===== config.mk =====
export PLATFORM = sky130hd
export DESIGN_NAME = sdram_port_arbiter
export DESIGN_NICKNAME = d
export VERILOG_FILES = /design/src/rtl/sdram_port_arbiter.sv
export SDC_FILE = /design/constraint.sdc
export NUM_CORES = 1
export LEC_CHECK = 0
export BUFFER_PORTS_ARGS = -buffer_cell sky130_fd_sc_hd__buf_2
export CELL_PAD_IN_SITES_DETAIL_PLACEMENT = 1
export CELL_PAD_IN_SITES_GLOBAL_PLACEMENT = 1
export CORE_ASPECT_RATIO = 0.7
export CORE_UTILIZATION = 31
export CTS_CLUSTER_DIAMETER = 40
export DETAILED_ROUTE_END_ITERATION = 8
export GPL_ROUTABILITY_DRIVEN = 0
export PLACE_DENSITY = 0.83
export SYNTH_ARGS = -nofsm -noshare
export SYNTH_HDL_FRONTEND = slang
export SYNTH_SLANG_ARGS = --single-unit

===== constraint.sdc =====
create_clock -name CLK -period 6.55 [get_ports CLK]
set_input_delay 1.31 -clock CLK [delete_from_list [all_inputs] [get_ports CLK]]
set_output_delay 1.31 -clock CLK [all_outputs]
set_load 0.01 [all_outputs]

===== src/rtl/sdram_port_arbiter.sv =====
// sdram_port_arbiter: round-robin arbiter sharing one KFSDRAM user port
// between NUM_PORTS requesters. It owns the controller request/flag
// handshake, passes write/read words through, and aborts any transaction
// whose flag edge does not arrive within TIMEOUT_CYCLES.
module sdram_port_arbiter #(
  parameter int NUM_PORTS        = 3,
  parameter int sdram_col_width  = 10,
  parameter int sdram_row_width  = 13,
  parameter int sdram_bank_width = 2,
  parameter int sdram_data_width = 16,
  parameter int TIMEOUT_CYCLES   = 1024,
  localparam int AW = sdram_col_width + sdram_row_width + sdram_bank_width
) (
  input  logic                                    CLK,
  input  logic                                    reset,
  // requester side
  input  logic [NUM_PORTS-1:0]                    port_req,
  input  logic [NUM_PORTS-1:0]                    port_write,
  input  logic [NUM_PORTS*AW-1:0]                 port_address,
  input  logic [NUM_PORTS*sdram_col_width-1:0]    port_access_num,
  input  logic [NUM_PORTS*sdram_data_width-1:0]   port_wdata,
  output logic [NUM_PORTS-1:0]                    port_grant,
  output logic [NUM_PORTS-1:0]                    port_wdata_ack,
  output logic [sdram_data_width-1:0]             port_rdata,
  output logic [NUM_PORTS-1:0]                    port_rdata_valid,
  output logic [NUM_PORTS-1:0]                    port_done,
  output logic [NUM_PORTS-1:0]                    port_error,
  // KFSDRAM user port
  output logic [AW-1:0]                           mem_address,
  output logic [sdram_col_width-1:0]              mem_access_num,
  output logic [sdram_data_width-1:0]             mem_data_in,
  output logic                                    mem_write_request,
  output logic                                    mem_read_request,
  input  logic [sdram_data_width-1:0]             mem_data_out,
  input  logic                                    mem_write_flag,
  input  logic                                    mem_read_flag,
  input  logic                                    mem_idle
);

  localparam int PW = (NUM_PORTS > 1) ? $clog2(NUM_PORTS) : 1;
  localparam int WW = $clog2(TIMEOUT_CYCLES + 1);
  localparam int CW = sdram_col_width;
  localparam int DW = sdram_data_width;

  typedef enum logic [1:0] {
    S_IDLE,
    S_ISSUE,
    S_XFER,
    S_DONE
  } state_t;

  state_t            state;
  state_t            next_state;

  logic [PW-1:0]     ptr;        // first port considered in the next arbitration
  logic [PW-1:0]     pick;       // arbitration result this cycle
  logic              pick_valid;
  logic [PW-1:0]     winner;     // owner of the current transaction
  logic [NUM_PORTS-1:0] winner_oh;
  logic [NUM_PORTS-1:0] grant;

  logic [AW-1:0]     addr_q;
  logic [CW-1:0]     num_q;
  logic              write_q;
  logic              req_q;
  logic              err_q;
  logic [WW-1:0]     wd_cnt;
  logic              wd_hit;
  logic              flag;

  // Per-port views of the flattened request buses.
  logic [AW-1:0]     addr_arr  [NUM_PORTS];
  logic [CW-1:0]     num_arr   [NUM_PORTS];
  logic [DW-1:0]     wdata_arr [NUM_PORTS];

  for (genvar p = 0; p < NUM_PORTS; p++) begin : g_unpack
    assign addr_arr[p]  = port_address[p*AW +: AW];
    assign num_arr[p]   = port_access_num[p*CW +: CW];
    assign wdata_arr[p] = port_wdata[p*DW +: DW];
  end

  // The flag that matters depends on the direction latched at grant time.
  assign flag      = write_q ? mem_write_flag : mem_read_flag;
  assign wd_hit    = (wd_cnt == WW'(TIMEOUT_CYCLES - 1));
  assign winner_oh = NUM_PORTS'(1) << winner;

  // Round-robin pick: first requesting port at or after ptr, wrapping.
  always_comb begin
    logic [PW:0] idx;
    // NOTE: every combinationally assigned variable gets a default first,
    // otherwise a path that skips the assignment infers a latch.
    pick       = '0;
    pick_valid = 1'b0;
    idx        = '0;
    // Scan from the farthest offset down so the nearest requester wins.
    for (int i = NUM_PORTS - 1; i >= 0; i--) begin
      idx = {1'b0, ptr} + (PW+1)'(i);
      if (idx >= (PW+1)'(NUM_PORTS)) idx = idx - (PW+1)'(NUM_PORTS);
      if (port_req[idx[PW-1:0]]) begin
        pick       = idx[PW-1:0];
        pick_valid = 1'b1;
      end
    end
  end

  // State register.
  always_ff @(posedge CLK or posedge reset) begin
    // NOTE: sequential state is updated with non-blocking assignments so
    // every flop samples pre-edge values regardless of statement order.
    if (reset) state <= S_IDLE;
    else       state <= next_state;
  end

  // Next-state logic: handshake progress, zero-length and watchdog aborts.
  always_comb begin
    next_state = state;
    unique case (state)
      S_IDLE: begin
        // A controller still busy from an aborted transaction holds us here.
        if (mem_idle && pick_valid) next_state = S_ISSUE;
      end
      S_ISSUE: begin
        if (num_q == '0)  next_state = S_DONE;
        else if (flag)    next_state = S_XFER;
        else if (wd_hit)  next_state = S_DONE;
      end
      S_XFER: begin
        if (!flag)        next_state = S_DONE;
        else if (wd_hit)  next_state = S_DONE;
      end
      S_DONE:             next_state = S_IDLE;
      default:            next_state = S_IDLE;
    endcase
  end

  // Transaction datapath: winner capture, grant, request, error, pointer.
  always_ff @(posedge CLK or posedge reset) begin
    // NOTE: only control and interface registers exist here, so all of them
    // take the asynchronous reset; outputs must read 0 during reset.
    if (reset) begin
      ptr     <= '0;
      winner  <= '0;
      grant   <= '0;
      addr_q  <= '0;
      num_q   <= '0;
      write_q <= 1'b0;
      req_q   <= 1'b0;
      err_q   <= 1'b0;
    end else begin
      if (state == S_IDLE && next_state == S_ISSUE) begin
        winner  <= pick;
        grant   <= NUM_PORTS'(1) << pick;
        addr_q  <= addr_arr[pick];
        num_q   <= num_arr[pick];
        write_q <= port_write[pick];
        err_q   <= 1'b0;
      end
      // Entering DONE: release the grant; anything other than a clean
      // falling flag in XFER is an abort.
      if (state != S_DONE && next_state == S_DONE) begin
        grant <= '0;
        err_q <= (state == S_ISSUE) || flag;
      end
      // Request rises the cycle after ISSUE is entered and falls as soon as
      // the flag is seen or the transaction is abandoned.
      req_q <= (state == S_ISSUE) && (next_state == S_ISSUE);
      if (state == S_DONE) begin
        ptr <= (winner == PW'(NUM_PORTS - 1)) ? '0 : winner + 1'b1;
      end
    end
  end

  // Watchdog: counts cycles spent in ISSUE or XFER, restarting on entry.
  always_ff @(posedge CLK or posedge reset) begin
    if (reset) begin
      wd_cnt <= '0;
    end else if (next_state != state) begin
      wd_cnt <= '0;
    end else if (state == S_ISSUE || state == S_XFER) begin
      wd_cnt <= wd_cnt + 1'b1;
    end
  end

  // Output decode: completion pulses, per-word strobes and write-data mux.
  always_comb begin
    port_done        = '0;
    port_error       = '0;
    mem_data_in      = '0;
    if (state == S_DONE) begin
      port_done  = winner_oh;
      port_error = err_q ? winner_oh : '0;
    end
    port_wdata_ack   = grant & {NUM_PORTS{mem_write_flag}};
    port_rdata_valid = grant & {NUM_PORTS{mem_read_flag}};
    for (int p = 0; p < NUM_PORTS; p++) begin
      mem_data_in = mem_data_in | (wdata_arr[p] & {DW{grant[p]}});
    end
    mem_write_request = req_q & write_q;
    mem_read_request  = req_q & ~write_q;
  end

  assign port_grant     = grant;
  assign port_rdata     = mem_data_out;
  assign mem_address    = addr_q;
  assign mem_access_num = num_q;

endmodule


==> flow_summary.ini, run 1 <==
[sta]
hold_violations = 0
min_period_ns = 3.477
setup_viol = 0
worst_slack_ns = 3.073
relSlewSlack_pct = 11.32
rsz0062_at_grt = no
final.period_utilization_pct = 53.09
finalSetupTns_ns = 0
report.final.slew_viol_count = 0
clock_skew_ns = 0.007683
worstMarginPinSlew_ns = 1.320
clock.fmax_mhz = 287.6

[synth]
synth.distinct_cells = 44
synth.net_count = 592
synth_seq_area_share_pct = 38.54
synth_ff_type = dfrtp_1
yosysTopAreaCellShare_pct = 38.54
synth-edff-count = 0
async_flop_share_pct = 100.0
synthTopCellsByCount = 63 x inv_1, 58 x dfrtp_1, 37 x a21oi_1, 37 x a22o_1, 37 x mux2i_1
synth.avg_cell_area_sq_um = 9.322
synthTopCellsByArea = dfrtp_1 39%, mux2i_1 9.8%, a22o_1 8.6%, inv_1 6.3%, a21oi_1 4.9%
synthCells = 404
yosys_register_bits = 58
synth_most_common_cell = inv_1
synth_top_area_cell = dfrtp_1
yosysWarnings = 0
syn_area_sq_um = 3766

[power]
leakage_nw = 2.726
max-vdd-ir-drop_uv = 171.2
power_density_nw_per_um2 = 475.6

[clock_network]
htree_levels = 3
clockBufferDepth = 2
cts_tree = built
cts_resized = 0
cts_made_buffers = 9
cts-root-buf = clkbuf_16
clk_pin_slew_ns = 0.05
post-cts-setup-buffers = 0
clock_latency_ns = 0.33
cts_sinks = 58
ctsHoldBuffers = 0

[critical_path]
cp-start-kind = input pin
cp_data_arrival_time_ns = 3.71
crit_start = mem_write_flag
crit_fanout = 38
reg2reg_slack_ns = 3.40
path_class = in2reg
end_kind = register
worstPathRequired_ns = 6.78
r2r-start = mem_access_num[2]$_DFFE_PP0P_

[die]
die_h_um = 94.22
num_rows = 33
core_area_sq_um = 11770
start_util_pct = 32.00
die_area_sq_um = 12600
ios = 264
die_x_um = 133.7

[route]
postRouteAntennaNets = 0
first_pass_iters = 5
post_drt_wl_per_cell_um = 17.80
drt_wl_total_um = 13690
viasPerCell = 5.150
drc = 0
vias = 3960
drt_iter0_markers = 150

[worst_hold_path]
hp-class = reg2reg
hp-start = mem_address[16]$_DFFE_PP0P_

[placed_design]
place_hpwl_um = 10560
detailedPlace.worstSlack_ns = 2.779
io_buffer_count = 231

[status]
outcome = finished, final reports clean

[global_routing]
antenna_found_initial = 3
grt_pass1_wl_um = 20940
grt_start_max_net_pins = 59
grt_use_total_pct = 21.54
grt_pass1_vias = 4053
grt-ovfl-total = 0

[final_layout]
areaGrowthSynthToFinish_pct = 37.67
fin_nets = 794
drive_gt1_share_pct = 41.87

[run]
cap_violations = 0
final cells by class:
cell class,instances,area (sq um)
clock buffer,11,242.7
antenna,3,7.507
clock inverter,3,17.52
sequential,58,1451
inverter,63,236.5
multi-input combinational,240,1854
tap,157,196.4
fill,1435,6583
timing repair buffer,234,1179
cell families after synthesis:
| group | count (synthesis) | synth area share, % |
|---|---|---|
| compound gates | 113 | 22.56 |
| mux | 40 | 10.73 |
| xor+xnor | 9 | 2.093 |
| fa+ha+maj | 10 | 3.189 |
| simple gates | 68 | 10.30 |
| buf+inv | 106 | 12.59 |
| flops | 58 | 38.54 |
power by group:
part	internal [mW]	switching, mW	total [mW]
combinational	0.584	0.795	1.38
sequential	0.515	0.158	0.673
clock	0.260	0.155	0.415
total	1.36	1.11	2.47
metal layers:
layer | vias up | GRT usage, % | share of wire [%]
li1 | 1851 | - | -
met1 | 1943 | 24.46 | 41
met2 | 154 | 39.77 | 52
met3 | 12 | 5.609 | 5.9
met4 | 0 | 6.061 | 1.2
met5 | - | 0 | 0
final timing paths:
| path | to | depth (start not counted) |
|---|---|---|
| setup / recovery | mem_address[23]$_DFFE_PP0P_ | 8 |
| hold / removal | mem_address[16]$_DFFE_PP0P_ | 2 |
| setup reg to reg | mem_address[23]$_DFFE_PP0P_ | 7 |
| hold reg to reg | mem_address[16]$_DFFE_PP0P_ | 2 |
| max in group asynchronous | req_q$_DFF_PP0_ | 3 |
| min in group asynchronous | mem_address[2]$_DFFE_PP0P_ | 3 |
through the flow:
| step | hold slack, ns | utilization, % | cells | power, mW | instance area, sq um |
|---|---|---|---|---|---|
| 2_1_floorplan | 0.4844 | - | 404 | 1.582 | 3766 |
| 4_1_cts | 0.5240 | 44.00 | 766 | 2.485 | 5177 |
| 6_report | 0.5207 | 44.06 | 769 | 2.466 | 5185 |
| 3_3_place_gp | 0.5023 | 41.79 | 752 | 1.968 | 4917 |
| 3_5_place_dp | 0.5102 | 41.79 | 752 | 2.055 | 4917 |
| 5_1_grt | 0.5413 | 44.06 | 769 | 2.644 | 5185 |
worst max-delay path, stage by stage:
cell	delay [ns]
buf_2	0.12
mux2_2	0.31
or3_1	0.31
o31a_1	0.27
a21o_1	0.28
nor3_4	0.22
buf_4	0.55
mux2i_1	0.28
flip-flops by register name, summed over array words and instances, names as in the netlist:
name and count:
err_q 1, write_q 1, ptr 2, mem_access_num 10, port_grant 3, mem_address 25, winner 2, state 2
req_q 1, wd_cnt 11
cells in the final DEF, fill, tap and decap left out, types with 3 or more instances in the layout:
cell type / Yosys / layout
a31oi_1: 3 / 3
nand2_1: 9 / 9
a22o_1: 37 / 37
a21o_1: 3 / 3
nand3_1: 3 / 3
nand4_1: 4 / 4
a21oi_1: 37 / 37
nor4_1: 13 / 13
and2_1: 11 / 11
o21ai_0: 3 / 3
xor2_1: 5 / 5
buf_2: 1 / 231
dfrtp_1: 58 / 58
nor3b_1: 3 / 3
diode_2: 0 / 3
buf_4: 20 / 3
mux2i_1: 37 / 37
nor3_1: 4 / 4
inv_1: 63 / 62
clkbuf_16: 0 / 9
ha_1: 8 / 8
nor2b_1: 3 / 3
nor2_1: 12 / 11
a222oi_1: 16 / 16
xnor2_1: 4 / 4
Note: power is estimated with default switching activity, not from simulation.
==> run 2: changes to the inputs <==
- ABC_AREA: default -> 1
- CORE_UTILIZATION: 31 -> 27
- PLACE_DENSITY: 0.83 -> 0.77
- clock period: 6.55 -> 3.55 ns (I/O delays scaled with it)
==> run 2 against run 1 <==
Against the previous run:
- sequential power up 75%
- sequential share of layout area down 1.6 points
- clock skew up 0.0011 ns
- sequential cell count unchanged
- worst setup slack worse by 2.2 ns
- core utilization down 5.4 points
- worst hold slack worse by 0.048 ns
- largest power group unchanged
==> flow_summary.ini, run 2 <==
[sta]
min_period_ns = 2.644
finalSetupTns_ns = 0
worstMarginPinSlew_ns = 1.076
rsz0062_at_grt = no
final.period_utilization_pct = 74.47
hold_violations = 0
setup_viol = 0
report.final.slew_viol_count = 0
relSlewSlack_pct = 28.18
clock.fmax_mhz = 378.3
clock_skew_ns = 0.008755

[clock_network]
htree_levels = 3
cts_tree = built
clock_latency_ns = 0.33
cts-root-buf = clkbuf_16
ctsHoldBuffers = 0
cts_sinks = 58
post-cts-setup-buffers = 0
clk_pin_slew_ns = 0.05
clockBufferDepth = 2
cts_resized = 0
cts_made_buffers = 9

[die]
die_h_um = 103.8
num_rows = 36
die_x_um = 147.5
die_area_sq_um = 15310
start_util_pct = 28.18
core_area_sq_um = 14190
ios = 264

[route]
postRouteAntennaNets = 0
first_pass_iters = 4
drt_iter0_markers = 182
post_drt_wl_per_cell_um = 13.97
drt_wl_total_um = 14410
vias = 4663
drc = 0
viasPerCell = 4.518

[synth]
yosysTopAreaCellShare_pct = 36.30
synth_seq_area_share_pct = 36.30
synth.net_count = 820
synthCells = 632
synthTopCellsByArea = dfrtp_1 36%, nand2_1 33%, nand3_1 8.4%, buf_4 4.1%, inv_1 3.4%
synth.avg_cell_area_sq_um = 6.327
synthTopCellsByCount = 348 x nand2_1, 67 x nand3_1, 58 x dfrtp_1
yosysWarnings = 0
synth_top_area_cell = dfrtp_1
yosys_register_bits = 58
async_flop_share_pct = 100.0
synth.distinct_cells = 32
synth_ff_type = dfrtp_1
synth_most_common_cell = nand2_1
syn_area_sq_um = 3999
synth-edff-count = 0

[power]
leakage_nw = 3.262
max-vdd-ir-drop_uv = 357.3
power_density_nw_per_um2 = 936.9

[critical_path]
r2r-start = ptr[0]$_DFFE_PP0P_
cp_data_arrival_time_ns = 2.85
worstPathRequired_ns = 3.75
cp_num_buf_inv = 2
cp-start-kind = register
path_class = reg2reg
worstRegToRegCells = 13
crit_cells = 13
cp_cell_sequence = inv_1 -> ha_1 -> inv_2 -> nor3_1 -> nor2_1 -> nand3b_1 -> nand2_1 -> nand2_1 -> nand2_2 -> nor2_1 -> nand2_2 -> nand3_1 -> nand2_1
crit_fanout = 42
path_common_cell = nand2_1
r2r-end = port_grant[2]$_DFFE_PP0P_
end_kind = register
crit_path_max_incr_delay_ns = 0.51
worst_path_max_delay_cell = nand2_2
reg2reg_slack_ns = 0.91
critPathTopFamily = simple AND/OR/NAND/NOR gates

[final_layout]
final_common_cell = nand2_1
drive_gt1_share_pct = 31.35
antenna_cells = 0
fillers = 1925
design_area_sq_um = 5490
final_cell_mix = 348 x nand2_1, 231 x buf_2, 67 x nand3_1
fin_nets = 1025
areaGrowthSynthToFinish_pct = 37.30
largest_reg_flops = 25

[global_routing]
grt_start_max_net_pins = 50
grt-ovfl-total = 0
grt_pass1_vias = 4820
grt_use_total_pct = 19.82
antenna_found_initial = 0
grt_pass1_wl_um = 24200

[placed_design]
dpl_cell_area_sq_um = 5172
place_hpwl_um = 11000
io_buffer_count = 231

[run]
cap_violations = 0

[status]
outcome = finished, final reports clean

[worst_hold_path]
hold_depth = 2
hp-start = mem_address[3]$_DFFE_PP0P_
hp-class = reg2reg
min_to = mem_address[3]$_DFFE_PP0P_
run 2: cell count changes after synthesis, moves of 12 or more:
cell      change
a21oi_1      -35
a222oi_1     -16
nand3_1      +64
nor4_1       -12
inv_1        -27
a22o_1       -37
nand2_1     +339
mux2i_1      -36
nor2_1       +20
clkbuf_1     -15
run 2: worst min-delay path: cells and delay by family, from the launching register on:
kind             cells  cell delay, ns
flip-flops           1            0.33
AND/OR/NAND/NOR      2            0.10
run 2: metal layers:
metal,vias up,track usage (%),share of wire [%]
met5,-,0,0
met2,157,33.15,46
met1,2161,24.79,46
met3,13,5.815,6.7
li1,2332,-,-
met4,0,5.155,1.3
run 2: through the flow:
| step | hold WS [ns] | std cells | power (mW) | worst slack (ns) | util (%) |
|---|---|---|---|---|---|
| after global placement | 0.4601 | 1016 | 4.242 | 0.9146 | 36.46 |
| after global routing | 0.5043 | 1032 | 5.734 | 0.6042 | 38.69 |
| after CTS | 0.4740 | 1032 | 5.260 | 0.8688 | 38.69 |
| final | 0.4724 | 1032 | 5.144 | 0.9064 | 38.69 |
| after floorplan | 0.4714 | 632 | 3.326 | 1.412 | - |
| after detailed placement | 0.4598 | 1016 | 4.305 | 0.8617 | 36.46 |
run 2: how the worst max path moves through the flow:
stage	start	endpoint	slack [ns]
global route	ptr[0]$_DFFE_PP0P_	mem_address[24]$_DFFE_PP0P_	0.60
floorplan	reset	err_q$_DFFE_PP0P_	1.41
detailed placement	port_req[1]	port_grant[2]$_DFFE_PP0P_	0.86
CTS	ptr[0]$_DFFE_PP0P_	winner[0]$_DFFE_PP0P_	0.87
global placement	port_req[1]	port_grant[0]$_DFFE_PP0P_	0.91
finish	ptr[0]$_DFFE_PP0P_	port_grant[2]$_DFFE_PP0P_	0.91
run 2: cells by family (layout without fill, tap and decap cells):
family | count (synthesis) | after routing | share of synthesized area (%)
multiplexers | 1 | 1 | 0.2503
flip-flops | 58 | 58 | 36.30
buffers and inverters | 83 | 293 | 10.58
AO/OA/AOI/OAI | 7 | 7 | 1.001
adder cells (fa/ha/maj) | 8 | 8 | 2.503
AND/OR/NAND/NOR | 466 | 466 | 47.40
XOR/XNOR | 9 | 9 | 1.971
run 2: report_power, final:
| group | switching (mW) | internal [mW] | leakage, nW | total [mW] |
|---|---|---|---|---|
| clock network | 0.294 | 0.620 | 0.156 | 0.914 |
| registers | 0.256 | 0.925 | 0.750 | 1.18 |
| logic | 2.01 | 1.04 | 2.36 | 3.05 |
| total | 2.56 | 2.59 | 3.26 | 5.14 |
run 2: area by class of cell:
type	count	area [sq um]	share of cell area [%]
multi-input cells	491	2125	38.70
flip-flops and latches	58	1451	26.44
repair buffers	239	1216	22.15
clock buffers	15	287.8	5.242
well taps	190	237.7	4.330
inverters	38	142.6	2.598
clock inverters	1	30.03	0.5469
==> run 3: changes to the inputs <==
- clock period: 3.55 -> 2.7 ns (I/O delays scaled with it)
==> run 3 against run 2 <==
Against the previous run:
- critical path depth increased by 1
- total power increased by 32%
- die area unchanged
- cell count increased by 0.58%
- worst hold slack got worse by 0.24 ns
- global-route usage increased by 0.41 points
- sequential share of layout area decreased by 0.090 points
- count of clock-buffer cells in the layout decreased by 3
- via count increased by 0.66%
- critical endpoint is now wd_cnt[6]$_DFFE_PP0P_
- largest cell class unchanged
==> flow_summary.ini, run 3 (same netlist as run 2, synthesis figures left out) <==
[status]
outcome = finished, final reports clean

[global_routing]
grt_pass1_wl_um = 24630
grt_use_total_pct = 20.23
grt-ovfl-total = 0
grt_pass1_vias = 4943
antenna_found_initial = 0
grt_start_max_net_pins = 38

[route]
drc = 0
post_drt_wl_per_cell_um = 14.26
first_pass_iters = 4
viasPerCell = 4.522
postRouteAntennaNets = 0
drt_iter0_markers = 183
drt_wl_total_um = 14810
vias = 4694

[clock_network]
clock_latency_ns = 0.33
clockBufferDepth = 2
cts_resized = 0
ctsHoldBuffers = 0
htree_levels = 3
post-cts-setup-buffers = 0
cts_tree = built
cts_made_buffers = 9
cts_sinks = 58
clk_pin_slew_ns = 0.05
cts-root-buf = clkbuf_16

[critical_path]
cp-start-kind = register
cp_data_arrival_time_ns = 2.62
crit_fanout = 11
end_kind = register
worstPathRequired_ns = 2.94
path_class = reg2reg

[power]
leakage_nw = 3.283
power_mw = 6.773
max-vdd-ir-drop_uv = 484.4
power_density_nw_per_um2 = 1229

[sta]
rsz0062_at_grt = no
worst_slack_ns = 0.3198
whs_ns = 0.2311
final.period_utilization_pct = 88.16
hold_violations = 0
worstMarginPinSlew_ns = 0.6804
finalSetupTns_ns = 0
min_period_ns = 2.380
relSlewSlack_pct = 54.64
setup_viol = 0
clock.fmax_mhz = 420.1
report.final.slew_viol_count = 0
clock_skew_ns = 0.005118

[die]
num_rows = 36
die_x_um = 147.5
die_area_sq_um = 15310
start_util_pct = 28.18
core_area_sq_um = 14190
die_h_um = 103.8
ios = 264

[final_layout]
final_cell_mix = 348 x nand2_1, 231 x buf_2, 67 x nand3_1
final_common_cell = nand2_1
largest_reg_flops = 25
drive_gt1_share_pct = 31.96
antenna_cells = 0
final_util_pct = 38.83
areaGrowthSynthToFinish_pct = 37.77
fin_nets = 1032

[worst_hold_path]
hp-class = in2async

[placed_design]
detailedPlace.worstSlack_ns = 0.4015
io_buffer_count = 231
place_hpwl_um = 11530

[run]
cap_violations = 0
-- run 3: per-layer routing --
layer | routed length, um | global-route usage (%) | part of all wire [%]
met5 | 0 | 0 | 0
met4 | 183 | 5.302 | 1.2
met3 | 1117 | 5.947 | 7.5
met2 | 6666 | 33.49 | 45
met1 | 6837 | 25.53 | 46
-- run 3: metrics by stage --
stage	cells	cell area, sq um
after floorplan	632	3999
after global placement	1023	5238
after detailed placement	1023	5238
after CTS	1038	5509
after global routing	1038	5509
final	1038	5509
-- run 3: cell type report --
cell class	instances	area (sq um)
tap	190	237.7
sequential	58	1451
fill	1933	8680
clock buffer	12	256.5
clock inverter	3	15.01
timing repair buffer	246	1281
inverter	38	142.6
multi-input combinational	491	2125
-- run 3: worst max-delay path, cell delays in order, from the launching register on --
cell and delay [ns]:
dfrtp_1 0.36, inv_1 0.06, ha_1 0.35, inv_2 0.09, nand2_1 0.05, nand3_1 0.12
nand2_1 0.08, nand3b_1 0.16, nand2_1 0.08, nand2_1 0.06, nand2_2 0.16, nand2_1 0.07
nand2_1 0.06, nand3_1 0.34, nor2_1 0.23
-- run 3: final timing paths --
| check | start | endpoint | slack, ns | cells after the start |
|---|---|---|---|---|
| worst max-delay path | ptr[0]$_DFFE_PP0P_ | wd_cnt[6]$_DFFE_PP0P_ | 0.32 | 14 |
| worst min-delay path | reset | mem_address[13]$_DFFE_PP0P_ | 0.23 | 2 |
| worst max register to register | ptr[0]$_DFFE_PP0P_ | wd_cnt[6]$_DFFE_PP0P_ | 0.32 | 14 |
| worst min register to register | mem_address[0]$_DFFE_PP0P_ | mem_address[0]$_DFFE_PP0P_ | 0.47 | 2 |
| max in group asynchronous | reset | winner[0]$_DFFE_PP0P_ | 1.94 | 3 |
| min in group CLK | mem_address[0]$_DFFE_PP0P_ | mem_address[0]$_DFFE_PP0P_ | 0.47 | 2 |
-- run 3: report_power, final --
group / switching [mW] / total [mW] / leakage, nW / internal (mW)
logic: 2.72 / 4.18 / 2.40 / 1.46
clock network: 0.394 / 1.05 / 0.138 / 0.660
registers: 0.320 / 1.54 / 0.750 / 1.22
